$ cat src/rtl/receiver_pkg.sv
// Shared UART definitions: receive FSM state encoding and frame geometry.
package receiver_pkg;

   localparam int FRAME_BITS = 10;
   localparam int DATA_BITS  = 8;

   typedef enum logic [2:0] {
      IDLE_RX,
      START_RX,
      DATA_RX,
      STOP_RX,
      BREAK_RX
   } rx_state_e;

endpackage

$ cat src/rtl/receiver_if.sv
// Serial input and parallel byte output bundle of the UART receive stage.
interface receiver_if;
   import receiver_pkg::*;

   logic                 rx;
   logic [DATA_BITS-1:0] data;
   logic                 valid;
   logic                 frame_error;
   logic                 busy;

   modport slave (
      input  rx,
      output data, valid, frame_error, busy
   );

   modport master (
      output rx,
      input  data, valid, frame_error, busy
   );

endinterface

$ cat src/rtl/receiver_oversample_tick.sv
// Oversample tick generator: one-clk tick every TICK_DIV clks while enabled.
module oversample_tick #(
   parameter int TICK_DIV = 27
) (
   input  logic clk,
   input  logic rst,
   input  logic en,
   output logic tick
);

   localparam int CW = (TICK_DIV > 1) ? $clog2(TICK_DIV) : 1;
   localparam logic [CW-1:0] LAST = CW'(TICK_DIV - 1);

   logic [CW-1:0] cnt_q;

   // Holding the counter at zero while disabled aligns the sampling phase to the start edge.
   always_ff @(posedge clk or posedge rst) begin
      if (rst) begin
         cnt_q <= '0;
      end else if (!en || cnt_q == LAST) begin
         cnt_q <= '0;
      end else begin
         cnt_q <= cnt_q + 1'b1;
      end
   end

   assign tick = en && (cnt_q == LAST);

endmodule

$ cat src/rtl/receiver.sv
// UART 8N1 receiver: 2-flop input sync, 16x oversampling, mid-bit sampling, break recovery.
module receiver
   import receiver_pkg::*;
#(
   parameter int TICK_DIV   = 27,
   parameter int OVERSAMPLE = 16
) (
   input  logic           clk,
   input  logic           rst,
   receiver_if.slave      bus
);

   localparam logic [3:0] START_MID   = 4'(OVERSAMPLE / 2 - 1);
   localparam logic [3:0] LAST_SAMPLE = 4'(OVERSAMPLE - 1);

   rx_state_e            state_q;
   logic                 rx_meta_q, rx_s_q;
   logic [3:0]           sample_cnt_q;
   logic [2:0]           bit_cnt_q;
   logic [DATA_BITS-1:0] shift_q, data_q;
   logic                 valid_q, ferr_q, busy_q;
   logic                 tick;

   // NOTE: sequential state uses non-blocking assignments so every flop samples pre-edge values.
   always_ff @(posedge clk or posedge rst) begin
      if (rst) begin
         rx_meta_q <= 1'b1;
         rx_s_q    <= 1'b1;
      end else begin
         rx_meta_q <= bus.rx;
         rx_s_q    <= rx_meta_q;
      end
   end

   oversample_tick #(
      .TICK_DIV (TICK_DIV)
   ) u_tick (
      .clk  (clk),
      .rst  (rst),
      .en   (state_q != IDLE_RX),
      .tick (tick)
   );

   always_ff @(posedge clk or posedge rst) begin
      if (rst) begin
         state_q      <= IDLE_RX;
         sample_cnt_q <= '0;
         bit_cnt_q    <= '0;
         shift_q      <= '0;
         data_q       <= '0;
         valid_q      <= 1'b0;
         ferr_q       <= 1'b0;
         busy_q       <= 1'b0;
      end else begin
         valid_q <= 1'b0;
         ferr_q  <= 1'b0;
         case (state_q)
            IDLE_RX: begin
               sample_cnt_q <= '0;
               bit_cnt_q    <= '0;
               if (!rx_s_q) begin
                  state_q <= START_RX;
                  busy_q  <= 1'b1;
               end
            end
            START_RX: if (tick) begin
               if (sample_cnt_q == START_MID) begin
                  sample_cnt_q <= '0;
                  if (rx_s_q) begin
                     state_q <= IDLE_RX;
                     busy_q  <= 1'b0;
                  end else begin
                     state_q <= DATA_RX;
                  end
               end else begin
                  sample_cnt_q <= sample_cnt_q + 1'b1;
               end
            end
            DATA_RX: if (tick) begin
               if (sample_cnt_q == LAST_SAMPLE) begin
                  sample_cnt_q <= '0;
                  shift_q      <= {rx_s_q, shift_q[DATA_BITS-1:1]};
                  bit_cnt_q    <= bit_cnt_q + 1'b1;
                  if (bit_cnt_q == 3'd7) state_q <= STOP_RX;
               end else begin
                  sample_cnt_q <= sample_cnt_q + 1'b1;
               end
            end
            STOP_RX: if (tick) begin
               if (sample_cnt_q == LAST_SAMPLE) begin
                  sample_cnt_q <= '0;
                  if (rx_s_q) begin
                     data_q  <= shift_q;
                     valid_q <= 1'b1;
                     state_q <= IDLE_RX;
                     busy_q  <= 1'b0;
                  end else begin
                     ferr_q  <= 1'b1;
                     state_q <= BREAK_RX;
                  end
               end else begin
                  sample_cnt_q <= sample_cnt_q + 1'b1;
               end
            end
            BREAK_RX: if (rx_s_q) begin
               state_q <= IDLE_RX;
               busy_q  <= 1'b0;
            end
            default: begin
               state_q <= IDLE_RX;
               busy_q  <= 1'b0;
            end
         endcase
      end
   end

   assign bus.data        = data_q;
   assign bus.valid       = valid_q;
   assign bus.frame_error = ferr_q;
   assign bus.busy        = busy_q;

endmodule

$ cat src/flat_wrapper.sv
// flat-port wrapper written by rule: the top's interface ports become plain ports
module receiver_flat import receiver_pkg::*;
#(
   parameter int TICK_DIV   = 27,
   parameter int OVERSAMPLE = 16
)
  (clk, rst, bus_rx, bus_data, bus_valid, bus_frame_error, bus_busy);
  receiver_if bus_i ();
  input  logic clk;
  input  logic rst;
  input wire logic [$bits(bus_i.rx)-1:0] bus_rx;
  output wire logic [$bits(bus_i.data)-1:0] bus_data;
  output wire logic [$bits(bus_i.valid)-1:0] bus_valid;
  output wire logic [$bits(bus_i.frame_error)-1:0] bus_frame_error;
  output wire logic [$bits(bus_i.busy)-1:0] bus_busy;
  assign bus_i.rx = bus_rx;
  assign bus_data = bus_i.data;
  assign bus_valid = bus_i.valid;
  assign bus_frame_error = bus_i.frame_error;
  assign bus_busy = bus_i.busy;
  receiver #(.TICK_DIV(TICK_DIV), .OVERSAMPLE(OVERSAMPLE)) u_core (.clk(clk), .rst(rst), .bus(bus_i));
endmodule
$ cat config.mk
export PLATFORM = sky130hd
export DESIGN_NAME = receiver_flat
export DESIGN_NICKNAME = d
export VERILOG_FILES = /design/src/rtl/receiver_pkg.sv /design/src/rtl/receiver_if.sv /design/src/rtl/receiver_oversample_tick.sv /design/src/rtl/receiver.sv /design/src/flat_wrapper.sv
export SDC_FILE = /design/constraint.sdc
export NUM_CORES = 1
export LEC_CHECK = 0
export CAP_MARGIN = 20
export CORE_MARGIN = 2
export CORE_UTILIZATION = 25
export DETAILED_ROUTE_END_ITERATION = 16
export GPL_TIMING_DRIVEN = 0
export HOLD_SLACK_MARGIN = 0.05
export PLACE_DENSITY = 0.46
export SLEW_MARGIN = 20
export SYNTH_ARGS = -nofsm -noshare
export SYNTH_HDL_FRONTEND = slang
export SYNTH_SLANG_ARGS = --single-unit
$ cat constraint.sdc
create_clock -name clk -period 4 [get_ports clk]
set_input_delay 0.6 -clock clk [delete_from_list [all_inputs] [get_ports clk]]
set_output_delay 0.6 -clock clk [all_outputs]
set_load 0.03 [all_outputs]
==> flow_summary.json <==
{
  "run_status": "completed",
  "layout.cells.non_filler": 244,
  "syn-cell-area_um2": 1710,
  "worst_path_largest_cell_delay_ns": 0.41,
  "cts_sinks": 36,
  "placed_cells_incl_taps": 236,
  "critical_path_required_ns": 4.17,
  "syn_avg_cell_area_um2": 12.0,
  "cts.clk_slew.worst_paths_ns": 0.08,
  "synth_seq_area_share_pct": 52.9,
  "fp.dieH_um": 86.7,
  "cp-startpoint": "u_core.u_tick.cnt_q[0]",
  "whs_path_depth": 0,
  "rr_endpoint": "u_core.shift_q[6]",
  "postRouteWirelength_um": 3260,
  "drive_above_1_share_pct": 20.7,
  "report.final.setup_viol": 0,
  "timing.critical_path.buf_inv": 3,
  "power_frac_clock_pct": 45.4,
  "multiInputGateArea_um2": 743,
  "cts_tree": "yes",
  "setup.worst_path.start_class": "register",
  "power_density_nw_per_um2": 338,
  "grt_antenna_before_repair": 0,
  "finalSetupTns_ns": 0,
  "max_freq_mhz": 502,
  "vias_in_the_first_global_route": 1180,
  "power.leakage_nw": 0.942,
  "timing.hold.worst.start": "u_core.rx_meta_q",
  "setup.reg_to_reg.worst_slack_ns": 2.01,
  "worst_hold_path.endpoint": "u_core.rx_s_q",
  "fp.coreArea_um2": 6720,
  "dieArea_um2": 7510,
  "seq_area_um2": 903,
  "critPathSlowestCell": "dfrtp_1",
  "post_dp_cell_area_um2": 1940,
  "worst_r2r_path_depth": 8,
  "timing.critical_path.mode_cell": "buf_6",
  "synth_nets": 151,
  "criticalPathCategory": "reg -> reg",
  "cts_post_setup_buffers_inserted": 0,
  "path_delay_family": "simple AND/OR/NAND/NOR gates",
  "cell_breakdown_of_the_critical_path": "inv_1, ha_1, and4b_1, buf_6, nand2_4, or3_1, buf_6, mux2_4",
  "layout_worst_path_cycle_share_pct": 49.8,
  "p_sw_share_pct": 20.0,
  "cts.htree.levels": 2,
  "regToRegStartpoint": "u_core.u_tick.cnt_q[0]",
  "netSwitchingPower_w": 0.000139,
  "detailed_place_hpwl_um": 2270,
  "grt_pass1_wl_um": 5510,
  "starting_utilization_of_the_core_area_pct": 25.4,
  "wl_per_cell_um": 13.3,
  "globalRouteOverflowTotal": 0,
  "power_frac_comb_pct": 1.7,
  "slew_headroom_pct": 48.7,
  "critPathMaxFanout": 8,
  "fin_worst_skew_ns": 0.00617,
  "via_total_after_detailed_routing": 1143,
  "drt_iter0_markers": 64,
  "hold_violations": 0,
  "postSynthRegisterBits": 36,
  "peakVddDrop_uv": 127,
  "finalWeightedCongestion": 0.814,
  "yosysUniqueCellTypes": 44,
  "layout-area-overhead-vs-synth_pct": 19.8,
  "antenna_cells_inserted": 0,
  "finish.net_count": 171,
  "numPortBuffers": 13,
  "floorplan.io_pins": 14,
  "largest_net_degree_at_the_start_of_global_routing": 37,
  "internal_power_w": 0.000553,
  "grt_setup_unrepaired": "no",
  "die_width_um": 86.7,
  "report.final.slew_viol_count": 0,
  "worst_slew_pin_slew_ns": 0.769,
  "vias_per_cell": 4.68,
  "synth_cells": 143,
  "std_cell_rows": 30,
  "cts-hold-fix-buffers": 0,
  "buffer_levels_on_the_longest_clock_path": 2,
  "worst_setup_path_end_kind": "register",
  "maxCapViolCount": 0,
  "cts_made_buffers": 5,
  "power.sequential.fraction_pct": 52.9,
  "post_cts.resized_instances": 0,
  "layout.filler_cells": 672,
  "ctsRootBufferMaster": "clkbuf_8",
  "insertion_delay_ns": 0.29,
  "final_antenna_net_count": 0,
  "holdCritPathClass": "reg -> reg",
  "synth-warning-count": 0,
  "post_route_drc": 0,
  "groute.usage.overall_pct": 9.50,
  "arrival_ns": 2.16,
  "detailedRoute.firstPassIterationCount": 4,
  "finish.instance_area_um2": 2050,
  "layout_min_cycle_time_ns": 1.99
}
[area by class of cell]
cell class / instances / area share, %
repair buffers: 13 / 6.36
clock buffers: 6 / 3.55
multi-input cells: 95 / 36.3
plain buffers: 7 / 2.14
clock inverters: 2 / 1.71
inverters: 5 / 0.917
flip-flops and latches: 36 / 44.1
well taps: 80 / 4.89
[worst max-delay path by stage]
stage	cells past startpoint	endpoint	slack [ns]
6_report	8	u_core.shift_q[6]	2.01
4_1_cts	8	u_core.shift_q[6]	2.00
3_5_place_dp	8	u_core.shift_q[6]	2.03
5_1_grt	7	u_core.bus.data[5]	1.88
3_3_place_gp	2	u_core.u_tick.cnt_q[0]	1.83
2_1_floorplan	8	u_core.shift_q[0]	2.13
[cells by family after synthesis]
family / after synthesis / share of synthesized area (%)
AOI/OAI and AO/OA: 27 / 10.8
xor gates and xnor gates: 3 / 1.54
adders and majority gates: 5 / 3.66
buffers and inverters: 12 / 3.66
DFF: 36 / 52.9
muxes: 18 / 13.5
and+or+nand+nor: 42 / 13.9
[stage by stage]
| stage | util, % | hold WS, ns | worst slack (ns) | total power (W) |
|---|---|---|---|---|
| 3_3_place_gp | 28.9 | 0.347 | 1.83 | 0.000384 |
| 5_1_grt | 30.5 | 0.364 | 1.88 | 0.000717 |
| 2_1_floorplan | - | 0.345 | 2.13 | 0.000380 |
| 4_1_cts | 30.5 | 0.364 | 2.00 | 0.000702 |
| 6_report | 30.5 | 0.360 | 2.01 | 0.000692 |
| 3_5_place_dp | 28.9 | 0.347 | 2.03 | 0.000385 |
[sequential cells by signal, summed over array words and instances (netlist names)]
name and count:
u_core.state_q 3, u_core.sample_cnt_q 4, u_core.rx_meta_q 1, u_core.bus.valid 1, u_core.bus.frame_error 1, u_core.rx_s_q 1
u_core.u_tick.cnt_q 5, u_core.shift_q 8, u_core.bit_cnt_q 3, u_core.bus.data 8, u_core.bus.busy 1
[worst register-to-register path, cell delays in order, from the launching register on]
cell and delay [ns]:
dfrtp_1 0.41, inv_1 0.07, ha_1 0.16, and4b_1 0.21, buf_6 0.14, nand2_4 0.06, or3_1 0.36, buf_6 0.16
mux2_4 0.30
[per-layer routing]
layer	track usage, %	up-vias	wire length [um]
met1	11.8	555	1520
met2	15.2	28	1550
met5	0	-	0
li1	-	555	-
met3	2.86	5	137
met4	4.26	0	53
[layout by cell type, fill, tap and decap left out, types with 2 or more instances in the layout]
cell type        count
nand3_1              5
clkbuf_8             5
mux2_4               8
mux2_2               9
nor2_1              11
xor2_1               2
a21oi_1              7
nand4b_1             2
a22oi_1              2
buf_2                2
dfstp_2              2
nor3b_1              2
o2bb2ai_1            4
o21ai_0              4
ha_1                 5
clkdlybuf4s50_1     13
clkbuf_1             3
inv_1                4
nand2_1              4
a22o_1               2
buf_6                2
nor3_1               4
nand2b_1             2
dfrtp_1             34
o22ai_1              2
[cell usage after synthesis, drive strengths merged]
master	number	area share [%]
a211o	1	0.51
a21boi	1	0.44
a21o	1	0.44
a21oi	7	2.0
a22o	2	1.0
a22oi	2	0.88
a32o	1	0.59
and3	2	0.81
and3b	1	0.51
and4b	1	0.59
buf	5	2.1
clkbuf	2	0.44
dfrtp	34	50
dfstp	2	3.1
ha	5	3.7
inv	5	1.1
mux2	17	13
mux2i	1	0.59
nand2	5	1.5
nand2b	2	0.73
nand3	5	1.5
nand3b	1	0.44
nand4b	2	1.0
nor2	11	2.4
nor2b	1	0.37
nor3	4	1.2
nor3b	2	0.88
o211ai	1	0.44
o21ai	4	1.2
o22ai	2	0.73
o2bb2ai	4	2.0
o32ai	1	0.51
or2	2	0.73
or2b	1	0.44
or3	1	0.37
or4	1	0.44
xnor2	1	0.51
xor2	2	1.0
[power by group through the flow]
stage / registers, W / clock network (W) / logic [W]
after global routing: 0.000366 / 0.000338 / 0.0000138
after floorplan: 0.000373 / 0 / 0.00000722
after detailed placement: 0.000373 / 0 / 0.0000122
after CTS: 0.000366 / 0.000324 / 0.0000123
final: 0.000366 / 0.000314 / 0.0000118
after global placement: 0.000373 / 0 / 0.0000117
Note: power is estimated with default switching activity, not from simulation.
